### config.mk
export PLATFORM = sky130hd
export DESIGN_NAME = br_regfile_flat
export DESIGN_NICKNAME = d
export VERILOG_FILES = /design/src/rtl/rv32i_pkg.sv /design/src/rtl/br_regfile_if.sv /design/src/rtl/br_regfile.sv /design/src/flat_wrapper.sv
export SDC_FILE = /design/constraint.sdc
export NUM_CORES = 2
export LEC_CHECK = 0
export CORE_MARGIN = 1
export CORE_UTILIZATION = 55
export DETAILED_ROUTE_END_ITERATION = 6
export PLACE_DENSITY = 0.73
export REMOVE_ABC_BUFFERS = 1
export SETUP_SLACK_MARGIN = 0.4
export SLEW_MARGIN = 5
export SYNTH_ARGS = -nofsm -noshare
export SYNTH_HDL_FRONTEND = slang
export SYNTH_SLANG_ARGS = --single-unit
export TNS_END_PERCENT = 5
### constraint.sdc
create_clock -name clk -period 3.7 [get_ports clk]
set_input_delay 1.11 -clock clk [delete_from_list [all_inputs] [get_ports clk]]
set_output_delay 1.11 -clock clk [all_outputs]
set_load 0.005 [all_outputs]
### src/rtl/rv32i_pkg.sv
`default_nettype none
// ============================================================================
// Module      : rv32i_pkg
// Description : Shared RV32I data-path constants and types. The register
//               address type is reused by decode, write-back and the
//               register file.
// Revision    : 1.0 - initial release
// ============================================================================
package rv32i_pkg;

    localparam int XLEN       = 32;
    localparam int REG_ADDR_W = 5;

    typedef logic [REG_ADDR_W-1:0] reg_addr_t;

    localparam reg_addr_t REG_ZERO = 5'd0;

endpackage : rv32i_pkg
`default_nettype wire

### src/rtl/br_regfile_if.sv
`default_nettype none
// ============================================================================
// Module      : br_regfile_if
// Description : Register-file access bundle. Decode drives the read indices,
//               write-back drives the write index/data/enable, and the
//               register file returns the two read operands.
// Revision    : 1.0 - initial release
// ============================================================================
interface br_regfile_if #(
    parameter int XLEN = rv32i_pkg::XLEN
);
    import rv32i_pkg::reg_addr_t;

    reg_addr_t          a1;   // rs1 index
    reg_addr_t          a2;   // rs2 index
    reg_addr_t          a3;   // rd index
    logic [XLEN-1:0]    wd3;  // write-back data
    logic               we;   // write-back enable
    logic [XLEN-1:0]    rd1;  // rs1 operand
    logic [XLEN-1:0]    rd2;  // rs2 operand

    // Pipeline side: supplies indices and write-back, consumes operands
    modport master (
        output a1, a2, a3, wd3, we,
        input  rd1, rd2
    );

    // Register-file side
    modport slave (
        input  a1, a2, a3, wd3, we,
        output rd1, rd2
    );

endinterface : br_regfile_if
`default_nettype wire

### src/rtl/br_regfile.sv
`default_nettype none
// ============================================================================
// Module      : br_regfile
// Description : RV32I integer register file. Two combinational read ports,
//               one synchronous write port, x0 hardwired to zero. Storage is
//               a flop array so an asynchronous reset can clear every entry.
// Revision    : 1.0 - initial release
// ============================================================================
module br_regfile
    import rv32i_pkg::reg_addr_t;
    import rv32i_pkg::REG_ZERO;
#(
    parameter int XLEN = rv32i_pkg::XLEN,
    parameter int NREG = 32
) (
    input  wire logic       clk,
    input  wire logic       rst_n,
    br_regfile_if.slave     rf
);

    // Entry 0 has no storage at all; x0 cannot be corrupted by any write,
    // including one with an unknown enable or address.
    logic [XLEN-1:0] regs_q [1:NREG-1];
    logic [XLEN-1:0] regs_d [1:NREG-1];

    // Full read view with a constant zero in slot 0
    logic [XLEN-1:0] w_rdata [0:NREG-1];

    // Write decode: only the addressed entry (never x0) takes wd3
    always_comb begin
        regs_d = regs_q;
        for (int i = 1; i < NREG; i++) begin
            if (rf.we && (rf.a3 == reg_addr_t'(i))) begin
                regs_d[i] = rf.wd3;
            end
        end
    end

    // Storage: asynchronous clear, rising-edge commit once reset is released
    always_ff @(posedge clk or negedge rst_n) begin
        if (!rst_n) begin
            for (int i = 1; i < NREG; i++) begin
                regs_q[i] <= '0;
            end
        end else begin
            regs_q <= regs_d;
        end
    end

    // Read view: slot 0 is tied to zero, the rest mirror the flops
    always_comb begin
        w_rdata[0] = '0;
        for (int i = 1; i < NREG; i++) begin
            w_rdata[i] = regs_q[i];
        end
    end

    // Read ports with the x0 mask applied on the read side; no write bypass,
    // so a same-cycle read of a3 returns the pre-edge contents.
    assign rf.rd1 = (rf.a1 == REG_ZERO) ? '0 : w_rdata[rf.a1];
    assign rf.rd2 = (rf.a2 == REG_ZERO) ? '0 : w_rdata[rf.a2];

endmodule : br_regfile
`default_nettype wire

### src/flat_wrapper.sv
// flat-port wrapper written by rule: the top's interface ports become plain ports
module br_regfile_flat import rv32i_pkg::reg_addr_t; import rv32i_pkg::REG_ZERO;
#(
    parameter int XLEN = rv32i_pkg::XLEN,
    parameter int NREG = 32
)
  (clk, rst_n, rf_a1, rf_a2, rf_a3, rf_wd3, rf_we, rf_rd1, rf_rd2);
  br_regfile_if #(.XLEN(XLEN)) rf_i ();
  input  wire logic clk;
  input  wire logic rst_n;
  input wire logic [$bits(rf_i.a1)-1:0] rf_a1;
  input wire logic [$bits(rf_i.a2)-1:0] rf_a2;
  input wire logic [$bits(rf_i.a3)-1:0] rf_a3;
  input wire logic [$bits(rf_i.wd3)-1:0] rf_wd3;
  input wire logic [$bits(rf_i.we)-1:0] rf_we;
  output wire logic [$bits(rf_i.rd1)-1:0] rf_rd1;
  output wire logic [$bits(rf_i.rd2)-1:0] rf_rd2;
  assign rf_i.a1 = rf_a1;
  assign rf_i.a2 = rf_a2;
  assign rf_i.a3 = rf_a3;
  assign rf_i.wd3 = rf_wd3;
  assign rf_i.we = rf_we;
  assign rf_rd1 = rf_i.rd1;
  assign rf_rd2 = rf_i.rd2;
  br_regfile #(.XLEN(XLEN), .NREG(NREG)) u_core (.clk(clk), .rst_n(rst_n), .rf(rf_i));
endmodule
After elaboration in Yosys (flattened, before gate mapping)
Cells that the tools add are included.

Muxes and demuxes: 8. Add/subtract/negate cells: 0. Divide/modulo/power cells: 0. Shifts and indexed selects: 0. Bitwise operators: 2. Reduce and logical (&&, ||, !) cells: 33. Multipliers: 0. $lt $le $gt $ge: 2. Eq/ne operators: 31.

Operators by type and width (count): binary-select mux 32 bit (select 5 bit) (2); 2-to-1 mux 32 bit (6); equality test 5 bit (second input constant) (16); equality test 5 x 4 -> 1 bit (second input constant) (8); logical AND 1 bit (31); equality test 5 x 3 -> 1 bit (second input constant) (4); greater-or-equal comparator 6 bit (second input constant) (2); NOT 5 -> 6 bit (2); equality test 5 x 2 -> 1 bit (second input constant) (2); logical NOT 5 bit (2); equality test 5 x 1 -> 1 bit (second input constant) (1).

Memories kept: 0. Bits of input ports: 50. Bits in latches: 0. RAM bits: 0. ROM bits: 0. Bits in registers: 992. Output and inout bits: 64.

Depth between registers and ports, before layout
Depth after elaboration: 5. Depth in mapped cells: 9. Gate-level depth less buffers: 4.

Worst setup path before layout
Ideal clock, no wire load.

Kind: input-to-output. Start point: input port rf_a2[0]. End point: output port rf_rd2[28]. Data required time: 2.590 ns. Path buffers: 3. Path slack: 0.110 ns. Data arrival time: 2.480 ns. Stages: 7. Path through: buf_2 buf_4 buf_4 mux4_2 a22oi_1 o31a_1 nor3_1.

Cells in the longest elaborated chain, start to end: 5.

RTL lines: start: declaration (RTL line flat_wrapper.sv:12) `input wire logic [$bits(rf_i.a2)-1:0] rf_a2;`; NOT 5 -> 6 bit (implied by the code) (RTL line br_regfile.sv:61) `assign rf.rd2 = (rf.a2 == REG_ZERO) ? '0 : w_rdata[rf.a2];`; binary-select mux 32 bit (select 5 bit) (RTL line br_regfile.sv:61); 2-to-1 mux 32 bit (implied by the code) (2 in a row) (RTL line br_regfile.sv:61); 2-to-1 mux 32 bit (*) (RTL line br_regfile.sv:61); end: declaration (RTL line flat_wrapper.sv:17) `output wire logic [$bits(rf_i.rd2)-1:0] rf_rd2;`.

Every way passes the cells marked *; elsewhere a longest branch is shown, timed or not. The select of a mux whose other input is x is not followed.

Final worst setup path
Start point: input port rf_a2[1]. End point: output port rf_rd2[4].

Same word-level chain as after synthesis.

==> run summary <==
Minimum clock period -> 4.245 ns
Worst clock skew -> 0 ns
CTS tree -> done
Diodes inserted -> 0
Sequential share of power -> 0.450
Crit path DAT -> 3.14 ns
Final Wtd Congestion -> 0.8834
Maximum number of pins on one net before global-route repair -> 111
Port buffer count -> 113
CTS max path bufs -> 3
Reg clk slew, reported paths -> 0.06 ns
DRT iter0 DRCs -> 4556
Status -> complete, but fails checks
Routed wire length per instance -> 33.86 um
HPWL Detailed -> 105600 um
Core Rows -> 112
PwrDens -> 517.7 mW/mm^2
Synth Instances -> 3571
Fmax -> 235.6 MHz
R2R setup slack -> 2.87 ns
Vias per inst -> 7.164
Pre-CTS setup slack -> -1.019 ns
Leakage -> 27.48 nW
Required @ worst endpoint -> 2.59 ns
Clk_lat worst skew -> 0.68 ns
Core area -> 0.09403 mm^2
Max-slew headroom -> 0.2699
NetSw -> 9.070 mW
Synthesized cell area -> 0.05254 mm^2
Hold Vio Cnt, Final -> 0
Critical path class -> primary input to output port
Critical path buffer and inverter count -> 7
Top delay family on crit path -> buffers and inverters
Max-slew violation count -> 0
Ys async rst share -> 1.000
RSZ-0062 raised after global routing -> true
Die X -> 311.1 um
CTS Sinks -> 992
Setup ws final -> -0.5453 ns
Reg2reg path depth -> 1
Final TNS setup -> -20.54 ns
First-pass GRT wire length -> 257400 um
Top flop regs -> u_core.regs_q: 992 flops
Layout cells sized above 1 -> 0.5579
R2R Path Start -> u_core.regs_q[165]$_DFFE_PN0P_
Worst-Margin Slew -> 1.092 ns
DR vias -> 36970
Terminus of the critical flop-to-flop path -> u_core.regs_q[165]$_DFFE_PN0P_
Avg Inst Size Synth -> 14.71 um^2
Final setup viols -> 64
Drt drc -> 0
Synth unique cells -> 46
Final wirelength -> 174700 um
Critical Path Start Type -> primary input
Initial Util -> 0.5587
Number of flops mapped to enable cells by yosys -> 0
Max stage delay on crit path -> 0.49 ns
First-pass iteration count of the detailed router -> 6
Final Core Density -> 0.6701
Largest Register -> u_core.regs_q
Clk pwr share -> 0.330
Largest register FFs -> 992
Die height -> 311.1 um
Yosys reg bits -> 992
CP max stage cell -> clkdlybuf4s50_1
Synth Flop Type -> dfrtp_1
Initial antenna violation count -> 1
DP Area -> 0.05815 mm^2
Number of max-cap violations -> 0
Vias in the first global route -> 38730
Failing checks -> setup timing
H-tree Lvls -> 3
VDD IR-drop max -> 0.4279 mV
Combinational share of power -> 0.220
Final period utilization -> 1.147
Final hold slack -> 0.4288 ns
Critical path cell sequence -> buf_16 -> buf_8 -> buf_12 -> buf_8 -> buf_4 -> mux4_2 -> nor2_1 -> o31a_1 -> nor3_2 -> buf_4 -> clkdlybuf4s50_1
Fillers -> 6343
Yosys warning count -> 0
Pint -> 23.55 mW
Layout area overhead -> 19.94%
Most frequent cells in the layout -> mux2_2 (1032), dfrtp_1 (992), mux4_2 (383)
Worst Path Max Fanout -> 7
# IOs -> 114
GRT Total Usage -> 0.3598
GRT overflow -> 0
CTS Buf Count -> 107
Post-route ant nets -> 0
Commonest non-fill, non-tap cell in the layout -> mux2_2
Die outline area -> 0.09676 mm^2
Finished Cell Area -> 0.06301 mm^2
Final nets -> 3869
Hold WC Path Type -> primary input to async pin
Worst setup EP type -> output port
Switching part of the total power -> 0.2780
Root Buffer -> clkbuf_16
Register area share after synthesis -> 0.4725
-- stage by stage --
step | std cells | total power, mW
5_1_grt | 5160 | 33.76
3_3_place_gp | 4920 | 21.08
2_1_floorplan | 3182 | 18.54
4_1_cts | 5135 | 32.43
3_5_place_dp | 4920 | 21.61
6_report | 5160 | 32.62
-- synthesized netlist by cell type (8+ instances only) --
cell type / instances / area share
mux2_1: 24 / 0.0051
nor2b_1: 16 / 0.0019
a221o_1: 24 / 0.0046
a22o_1: 8 / 0.0013
a221oi_1: 39 / 0.0065
clkbuf_1: 172 / 0.012
mux4_2: 383 / 0.16
o22ai_1: 64 / 0.0076
nand4_1: 24 / 0.0029
nor2_1: 53 / 0.0038
nor3_1: 35 / 0.0033
buf_6: 8 / 0.0017
buf_4: 33 / 0.0047
buf_2: 166 / 0.016
o211ai_1: 8 / 0.0011
mux2i_1: 130 / 0.025
mux2_2: 1035 / 0.22
a22oi_1: 121 / 0.017
dfrtp_1: 992 / 0.47
buf_1: 10 / 0.00071
o31a_1: 31 / 0.0052
a31oi_1: 10 / 0.0012
nand2_1: 38 / 0.0027
nand2b_1: 34 / 0.0040
nand3_1: 54 / 0.0051
a21oi_1: 22 / 0.0021
-- metal layers --
| layer | GRT usage | routed length, um | up-vias |
|---|---|---|---|
| met3 | 0.09264 | 19090 | 571 |
| met5 | 0 | 13 | - |
| met1 | 0.4883 | 66260 | 19530 |
| met4 | 0.1712 | 9407 | 2 |
| met2 | 0.5437 | 79930 | 2467 |
| li1 | - | - | 14390 |
-- logic make-up (layout without fill, tap and decap cells) --
| group | after synthesis | count (layout) | synth area share |
|---|---|---|---|
| flops | 992 | 992 | 0.4725 |
| mux | 1572 | 1572 | 0.4160 |
| compound gates | 344 | 344 | 0.04923 |
| buf+inv | 392 | 727 | 0.03546 |
| simple gates | 271 | 271 | 0.02684 |
-- power by group through the flow --
stage / Sequential, mW / Clock [mW] / Combinational (mW)
3_3_place_gp: 14.4 / 0 / 6.65
5_1_grt: 14.9 / 11.3 / 7.58
3_5_place_dp: 14.7 / 0 / 6.88
4_1_cts: 14.6 / 10.9 / 7.01
2_1_floorplan: 14.1 / 0 / 4.42
6_report: 14.7 / 10.8 / 7.18
-- how the worst max path moves through the flow --
stage / endpoint / from / cells after the start
2_1_floorplan: rf_rd2[0] / rf_a2[1] / 4
3_3_place_gp: rf_rd2[30] / rf_a2[4] / 8
3_5_place_dp: rf_rd2[31] / rf_a2[3] / 8
4_1_cts: rf_rd2[19] / rf_a2[0] / 9
5_1_grt: rf_rd2[19] / rf_a2[0] / 10
6_report: rf_rd2[4] / rf_a2[1] / 11
-- repair_timing --
item / in CTS / in global routing
resized for setup: 154 / 110
setup buffers: 19 / 19
gates cloned: 0 / 6
setup endpoints to repair: 64 / 64
endpoints found under the hold margin: 0 / 0
pin swaps: 28 / 21
hold buffers: 0 / 0
-- cell type report --
type                            instances  area [um^2]  share of cell area
Multi-Input combinational cell       2187        26660              0.4232
Sequential cell                       992        24820              0.3940
Timing Repair Buffer                  528         6426              0.1020
Clock buffer                          159         3136             0.04976
Tap cell                             1254         1569             0.02490
Clock inverter                         37        381.6            0.006056
Inverter                                3        11.26           0.0001787
(Power assumes the default switching activity.)
